`src/rtl/leg_solver_pkg.sv`:
```
// Shared types and constants for the leg solver: FSM encoding, root-iteration
// parameters and the small arithmetic helpers used by the datapath.
package leg_solver_pkg;

    typedef enum logic [2:0] {
        ST_SAMPLE = 3'd0,
        ST_SQUARE = 3'd1,
        ST_DIFF   = 3'd2,
        ST_ROOT   = 3'd3,
        ST_OUT    = 3'd4
    } state_e;

    localparam logic [3:0]  ROOT_ITERS = 4'd8;
    localparam logic [15:0] BIT_INIT   = 16'h4000;
    localparam logic [7:0]  UIO_OE_VAL = 8'h80;

    // Full-width 8x8 square, never truncated (255*255 = 65025).
    function automatic logic [15:0] sq8(input logic [7:0] v);
        return {8'd0, v} * {8'd0, v};
    endfunction

    // r^2 - x^2 clamped to zero when the leg is longer than the hypotenuse.
    function automatic logic [15:0] leg_diff(input logic [15:0] r2, input logic [15:0] x2,
                                             input logic x_gt_r);
        return x_gt_r ? 16'd0 : (r2 - x2);
    endfunction

endpackage

```
`src/rtl/isqrt16_iter.sv`:
```
// Bit-serial 16-bit integer square root: one digit per enabled cycle, exactly
// ROOT_ITERS iterations after a start pulse, frozen whenever ena is low.
module isqrt16_iter
    import leg_solver_pkg::*;
(
    input  logic        clk,
    input  logic        rst_n,
    input  logic        ena,
    input  logic        start,
    input  logic [15:0] num_in,
    output logic [7:0]  root_out,
    output logic        busy
);

    logic [15:0] num_r;
    logic [15:0] res_r;
    logic [15:0] bit_r;
    logic [3:0]  cnt_r;
    logic        run_r;
    logic [15:0] trial_s;

    assign trial_s  = res_r + bit_r;
    assign root_out = res_r[7:0];
    // busy drops during the final iteration so the caller can leave ROOT on time.
    assign busy     = run_r && (cnt_r != (ROOT_ITERS - 4'd1));

    // Load operands on start, then apply one restoring-root step per enabled cycle.
    always_ff @(posedge clk or negedge rst_n) begin
        if (!rst_n) begin
            num_r <= 16'd0;
            res_r <= 16'd0;
            bit_r <= 16'd0;
            cnt_r <= 4'd0;
            run_r <= 1'b0;
        end else if (ena) begin
            if (start) begin
                num_r <= num_in;
                res_r <= 16'd0;
                bit_r <= BIT_INIT;
                cnt_r <= 4'd0;
                run_r <= 1'b1;
            end else if (run_r) begin
                if (num_r >= trial_s) begin
                    num_r <= num_r - trial_s;
                    res_r <= (res_r >> 1) + bit_r;
                end else begin
                    res_r <= res_r >> 1;
                end
                bit_r <= bit_r >> 2;
                cnt_r <= cnt_r + 4'd1;
                if (cnt_r == (ROOT_ITERS - 4'd1)) begin
                    run_r <= 1'b0;
                end
            end
        end
    end

endmodule

```
`src/rtl/tt_um_leg_solver.sv`:
```
// Right-triangle leg solver: y = floor(sqrt(r^2 - x^2)), one result every
// 12 enabled cycles through SAMPLE/SQUARE/DIFF/ROOT/OUT.
module tt_um_leg_solver
    import leg_solver_pkg::*;
(
    input  logic       clk,
    input  logic       rst_n,
    input  logic       ena,
    input  logic [7:0] ui_in,
    input  logic [7:0] uio_in,
    output logic [7:0] uo_out,
    output logic [7:0] uio_out,
    output logic [7:0] uio_oe
);

    state_e      state_r;
    state_e      state_nxt_s;
    logic [7:0]  r_r;
    logic [6:0]  x_r;
    logic [15:0] r2_r;
    logic [15:0] x2_r;
    logic [7:0]  y_r;
    logic        done_r;
    logic        start_s;
    logic        busy_s;
    logic [15:0] num_s;
    logic [7:0]  root_s;
    logic        unused_s;

    assign unused_s = uio_in[7];
    assign num_s    = leg_diff(r2_r, x2_r, ({1'b0, x_r} > r_r));
    assign start_s  = ena && (state_r == ST_DIFF);

    assign uo_out   = y_r;
    assign uio_out  = {done_r, 7'd0};
    assign uio_oe   = UIO_OE_VAL;

    isqrt16_iter u_root (
        .clk      (clk),
        .rst_n    (rst_n),
        .ena      (ena),
        .start    (start_s),
        .num_in   (num_s),
        .root_out (root_s),
        .busy     (busy_s)
    );

    // Free-running state sequence; ROOT is held until the root unit finishes.
    always_comb begin
        state_nxt_s = ST_SAMPLE;
        case (state_r)
            ST_SAMPLE: state_nxt_s = ST_SQUARE;
            ST_SQUARE: state_nxt_s = ST_DIFF;
            ST_DIFF:   state_nxt_s = ST_ROOT;
            ST_ROOT: begin
                if (busy_s) begin
                    state_nxt_s = ST_ROOT;
                end else begin
                    state_nxt_s = ST_OUT;
                end
            end
            ST_OUT:    state_nxt_s = ST_SAMPLE;
            default:   state_nxt_s = ST_SAMPLE;
        endcase
    end

    // Operand capture, squaring, result register and done pulse.
    always_ff @(posedge clk or negedge rst_n) begin
        if (!rst_n) begin
            state_r <= ST_SAMPLE;
            r_r     <= 8'd0;
            x_r     <= 7'd0;
            r2_r    <= 16'd0;
            x2_r    <= 16'd0;
            y_r     <= 8'd0;
            done_r  <= 1'b0;
        end else if (ena) begin
            state_r <= state_nxt_s;
            done_r  <= (state_r == ST_OUT);
            if (state_r == ST_SAMPLE) begin
                r_r <= ui_in;
                x_r <= uio_in[6:0];
            end
            if (state_r == ST_SQUARE) begin
                r2_r <= sq8(r_r);
                x2_r <= sq8({1'b0, x_r});
            end
            if (state_r == ST_OUT) begin
                y_r <= root_s;
            end
        end else begin
            done_r <= 1'b0;
        end
    end

endmodule

```
`config.mk`:
```
export PLATFORM = sky130hd
export DESIGN_NAME = tt_um_leg_solver
export DESIGN_NICKNAME = d
export VERILOG_FILES = /design/src/rtl/leg_solver_pkg.sv /design/src/rtl/isqrt16_iter.sv /design/src/rtl/tt_um_leg_solver.sv
export SDC_FILE = /design/constraint.sdc
export NUM_CORES = 1
export LEC_CHECK = 0
export ABC_AREA = 1
export BUFFER_PORTS_ARGS = -buffer_cell sky130_fd_sc_hd__buf_2
export CAP_MARGIN = 40
export CORE_MARGIN = 8
export CORE_UTILIZATION = 35
export CTS_CLUSTER_DIAMETER = 150
export DETAILED_ROUTE_END_ITERATION = 7
export GPL_ROUTABILITY_DRIVEN = 0
export HOLD_SLACK_MARGIN = 0.08
export PLACE_DENSITY = 0.59
export SLEW_MARGIN = 40
export SYNTH_ARGS = -nofsm -noshare
export SYNTH_HDL_FRONTEND = slang
export SYNTH_SLANG_ARGS = --single-unit
```
`constraint.sdc`:
```
create_clock -name clk -period 3.8 [get_ports clk]
set_clock_uncertainty 0.05 [all_clocks]
set_input_delay 0.38 -clock clk [delete_from_list [all_inputs] [get_ports clk]]
set_output_delay 0.38 -clock clk [all_outputs]
set_load 0.1 [all_outputs]
```
## Word level (Yosys, flattened, before mapping)

Index checks and enable logic that the tools add are counted.

- Flip-flop bits (word level): 110
- Word-level logic and storage cells: 54
- Input port bits: 19
- Output and inout port bits: 24

- Reductions and logical operators: 10
- Order comparisons: 2
- Eq/ne operators: 6
- Mux-type cells: 17
- Multiply operators: 2
- $add $sub $neg: 5

Operators with widths:

| cell | number |
|---|---|
| two-way mux 16 bit | 9 |
| adder 15 x 16 -> 16 bit | 1 |
| adder 16 bit | 1 |
| greater-or-equal comparator 16 bit | 1 |
| multiplier 8 x 8 -> 16 bit | 1 |
| subtractor 16 x 14 -> 16 bit | 1 |
| subtractor 16 bit | 1 |
| multiplier 7 x 7 -> 14 bit | 1 |
| one-hot mux 3 bit (4 select lines) | 1 |
| > comparator 7 x 8 -> 1 bit | 1 |
| two-way mux 4 bit | 2 |
| AND reduction 2 bit | 4 |
| == test 3 x 2 -> 1 bit, second input constant | 2 |
| adder 4 x 1 -> 4 bit, second input constant | 1 |
| == test 4 x 3 -> 1 bit, second input constant | 1 |
| two-way mux 1 bit | 4 |
| != test 4 x 3 -> 1 bit, second input constant | 1 |
| nonzero test 2 bit | 2 |
| == test 3 x 1 -> 1 bit, second input constant | 1 |
| == test 3 bit, second input constant | 1 |
| logical NOT 3 bit | 1 |
| two-way mux 3 bit | 1 |
| AND reduction 3 bit | 1 |
| logical AND 1 bit | 2 |

## Depth between registers and ports, before layout

- Depth in word-level cells: 5
- Mapped depth: 25
- Mapped depth without buffers: 24

## Modules after synthesis

A second synthesis with hierarchy kept.

- Cell total of the unflattened synthesis: 1631
- Area total of the unflattened synthesis: 10850.4 um2

By module, submodules not included:

| module | sequential area each (um2) | cells each | area each (um2) | instances |
|---|---|---|---|---|
| tt_um_leg_solver | 1376.3 | 936 | 6511.2 | 1 |
| isqrt16_iter | 1126.1 | 695 | 4339.2 | 1 |

## Least setup slack after synthesis

No wires, ideal clock.

- Path type: register -> register
- From: reg r_r[5]
- To: reg r2_r[11]
- Required time: 3.634 ns
- Cell stages (with the launch flop): 17
- Slack: -0.328 ns
- Setup time: 0.116 ns
- Path buffers: 1
- Data arrival time: 3.961 ns
- Cells stage by stage: dfrtp_1 -> clkbuf_1 -> nand2_1 -> inv_1 -> fa_1 -> fa_1 -> inv_1 -> fa_1 -> fa_1 -> inv_1 -> ha_1 -> a21oi_1 -> a21boi_0 -> o21ai_0 -> xor2_1 -> nand2_1 -> nand2_1

- Cells in the longest elaborated chain, start to end: 1

Ends and longest elaborated chain:

| item | RTL line | RTL |
|---|---|---|
| start: declaration | tt_um_leg_solver.sv:18 | `logic [7:0] r_r;` |
| start signal: assignment | tt_um_leg_solver.sv:81 | `r_r <= ui_in;` |
| multiplier 8 x 8 -> 16 bit | leg_solver_pkg.sv:19 | `return {8'd0, v} * {8'd0, v};` |
| end signal: assignment | tt_um_leg_solver.sv:85 | `r2_r <= sq8(r_r);` |
| end: declaration | tt_um_leg_solver.sv:20 | `logic [15:0] r2_r;` |

No other way between the ends.
A chain may end at the register's enable or synchronous reset.

## Worst setup path after layout

- From: reg x_r[4]
- To: reg x2_r[13]

- Cells in the longest elaborated chain, start to end: 1

Ends and longest elaborated chain:

| item | RTL line | RTL |
|---|---|---|
| start: declaration | tt_um_leg_solver.sv:19 | `logic [6:0] x_r;` |
| start signal: assignment | tt_um_leg_solver.sv:82 | `x_r <= uio_in[6:0];` |
| multiplier 7 x 7 -> 14 bit | leg_solver_pkg.sv:19 |  |
| end signal: assignment | tt_um_leg_solver.sv:86 | `x2_r <= sq8({1'b0, x_r});` |
| end: declaration | tt_um_leg_solver.sv:21 | `logic [15:0] x2_r;` |

No other way between the ends.

==> reports/results.md <==
• **top cell type's share of synthesized area** 24.1%
• **antenna-violating nets left** 0
• **Layout Area Growth over Synthesis** 18.3%
• **number of warnings issued by yosys** 0
• **Seq/Total Area, Yosys** 24.1%
• **Initial Utilization** 35.3%
• **violated checks** negative setup slack
• **normalized max-slew margin** 61.2%
• **critical-path cell list** nand2_4 > fa_1 > fa_1 > inv_1 > fa_1 > inv_1 > fa_1 > inv_2 > ha_4 > inv_4 > o21bai_4 > nand2_1 > nand2_2 > nand2_2 > nand3_2 > nand2_1 > nand3_1 > o21ai_1
• **fraction of synthesis flops using an asynchronous set or reset pin** 100%
• **maximum fanout encountered on the critical timing path** 4
• **Iteration-0 DRC Markers** 553
• **routed len/inst** 13.1 microns
• **Worst Setup Slack post-DPL** -0.161 ns
• **Period minus WS final** 3.81 ns
• **CP max stage cell** fa_1
• **fraction of the core area covered by cells at the end of the flow** 41.7%
• **peak clock frequency supported by timing** 262 MHz
• **Die ar.** 35500 sq um
• **Min-Delay Path Depth** 2
• **Max Transition Viols Final** 0
• **crit path capture type** register
• **via count** 9326
• **via count of the first global-routing pass** 9080
• **initial antenna violation count** 0
• **placed instance count** 1954
• **global-route wire length before repair** 43600 microns
• **total of fill cells in the finished design** 3095
• **worst endpoint required time** 3.99 ns
• **core box area** 29500 sq um
• **number of hold-slack violations in the final timing report** 0
• **CTS Sinks** 100
• **NumNets Final** 1761
• **Cell variety after synth** 51
• **via density per instance** 4.70
• **Critical Path Max Stage Delay** 0.55 ns
• **number of flops mapped to enable cells by yosys** 0
• **later-pin clock latency in the skew report** 0.36 ns
• **Crit Path Class** reg2reg
• **overall routing resource usage** 14.6%
• **number of cells in the finished layout apart from fillers** 1985
• **Mapped Cells** 1499
• **run status** finished with violations
• **worst min path class** in2reg
• **leading area contributor after synthesis** dfrtp_1
• **H-tree depth** 3
• **fraction of final layout cells with drive strength greater than 1** 16.2%
• **clock tree root buffer cell** clkbuf_16
• **Final Cycle Share** 100%
• **top area cells in the synthesized netlist** dfrtp_1 24%, nand2_1 17%, ha_1 13%, inv_1 9.5%, fa_1 8.1%
• **hpwl dp** 20400 microns
• **Boundary Pins** 43
• **die width** 188 microns
• **ys flop type** dfrtp_1
• **mean area per synthesized cell** 6.94 sq um
• **Worst Min Path Start** uio_in[3]
• **count of input and output buffers** 26
• **Total Wirelength** 26000 microns
• **leading cell types in the layout, fill and taps excluded** 445 x nand2_1, 244 x inv_1, 99 x nand3_1
• **largest net degree at the start of global routing** 40
• **most frequent standard cell in the layout excluding fill and tap cells** nand2_1
• **Reg2Reg Launch Point** x_r[4]$_DFFE_PN0P_
• **worst reg-to-reg path cell count** 18
• **Clock Path Buffers** 2
• **number of antenna diodes** 0
• **data arrival time of the critical path** 4.00 ns
• **total congestion overflow** 0
• **startpoint types** register
• **First-pass DRT Iterations** 5
• **cell seen most often among critical-path stages** fa_1
• **die outline height** 188 microns
• **min setup slack post-route** -0.0108 ns
• **remaining routing DRC violations** 0
• **mapped cell area** 10400 sq um
• **register clock-pin slew on the reported worst setup and hold paths** 0.08 ns
• **unrepaired setup endpoints after global routing** true
• **num rows** 63
• **count of state elements after synthesis** 100
• **final setup vio count** 1
• **Worst R2R End** x2_r[13]$_DFFE_PN0P_
• **clock buffers created by TritonCTS** 9
• **slack of the worst reg-to-reg path** -0.01 ns
• **max_cap viols** 0
• **transition time at the pin with the least slew margin** 0.581 ns
• **CTS tree** built
• **endpoint of the worst hold-timing path** x_r[3]$_DFFE_PN0P_
[stage by stage]
| stage | TNS, ns | area [sq um] | hold WS (ns) |
|---|---|---|---|
| detailed placement | -1.01 | 11400 | 0.294 |
| finish | -0.0108 | 12300 | 0.195 |
| global route | -1.82 | 12300 | 0.193 |
| floorplan | -0.0483 | 10600 | 0.0344 |
| global placement | -0.367 | 11400 | 0.295 |
| CTS | -0.0906 | 11900 | 0.181 |
[sequential cells by signal, summed over array words and instances, names as in the netlist]
signal	cells
r2_r	15
state_r	3
u_root.res_r	16
x2_r	13
x_r	7
r_r	8
done_r	1
u_root.cnt_r	4
u_root.run_r	1
u_root.num_r	16
uo_out	8
u_root.bit_r	8
[timing repair]
action / CTS / global route
endpoints found under the setup margin: 16 / 43
buffers inserted: 7 / 7
hold endpoints to repair: 27 / 0
hold buffers: 1 / 0
gates resized for setup: 35 / 92
pin swaps: 29 / 35
[worst max-delay path, delay by kind of cell, from the launching register on]
kind	cells	cell delay [ns]
compound gates	2	0.18
fa+ha+maj	5	2.30
buf+inv	4	0.19
flops	1	0.44
simple gates	7	0.54
[layout make-up]
class / instances / area (sq um) / area share, %
Multi-Input combinational cell: 1096 / 7150 / 58.1
Tap cell: 390 / 488 / 3.97
Clock inverter: 7 / 83.8 / 0.682
Clock buffer: 9 / 225 / 1.83
Timing Repair Buffer: 112 / 815 / 6.62
Sequential cell: 100 / 2510 / 20.4
Inverter: 271 / 1030 / 8.39
[Yosys cell counts (3+ instances only)]
| cell | n |
|---|---|
| inv_1 | 264 |
| o21ai_0 | 54 |
| xor2_1 | 19 |
| ha_1 | 110 |
| xnor2_1 | 23 |
| or2_2 | 6 |
| nor3_1 | 16 |
| nor2_1 | 88 |
| nand2_1 | 462 |
| inv_2 | 4 |
| and2_1 | 4 |
| buf_4 | 19 |
| dfrtp_1 | 100 |
| nand2_2 | 3 |
| nand4_1 | 20 |
| o21bai_1 | 7 |
| o21a_1 | 4 |
| fa_1 | 42 |
| nand3_1 | 106 |
| o211ai_1 | 3 |
| clkbuf_1 | 15 |
| buf_2 | 8 |
| a21boi_0 | 3 |
| o22ai_1 | 7 |
| nor2_2 | 3 |
| nand3b_1 | 6 |
| a21oi_1 | 62 |
| a31oi_1 | 9 |
[cells by family (layout without fill, tap and decap cells)]
kind of cell	Yosys count	in the layout	synth area share, %
other	2	15	0.0722
flip-flops	100	100	24.1
buffers and inverters	316	399	12.6
AO/OA/AOI/OAI	163	163	8.89
multiplexers	2	2	0.217
adder cells (fa/ha/maj)	152	152	21.3
XOR/XNOR	42	42	3.54
AND/OR/NAND/NOR	722	722	29.3
[how the worst max path moves through the flow]
stage                  startpoint                   end  slack, ns  depth (start not counted)
2_1_floorplan  r_r[5]$_DFFE_PN0P_  r2_r[11]$_DFFE_PN0P_      -0.05                         16
3_3_place_gp   r_r[2]$_DFFE_PN0P_  r2_r[14]$_DFFE_PN0P_       -0.1                         16
3_5_place_dp   r_r[2]$_DFFE_PN0P_  r2_r[10]$_DFFE_PN0P_      -0.16                         16
4_1_cts        r_r[1]$_DFFE_PN0P_  r2_r[15]$_DFFE_PN0P_      -0.02                         16
5_1_grt        r_r[5]$_DFFE_PN0P_  r2_r[11]$_DFFE_PN0P_      -0.18                         15
6_report       x_r[4]$_DFFE_PN0P_  x2_r[13]$_DFFE_PN0P_      -0.01                         18
[routing by layer]
metal  GRT usage, %  up-vias  share of wire (%)
met5              0        -                  0
met4           3.91        0                1.6
met3           1.89       31                3.2
met2           24.0      148                 46
met1           20.0     4280                 50
li1               -     4867                  -
Power is left out: the tool's default activity adds up to more than one toggle a clock period on the data nets, which glitch-free logic cannot reach.
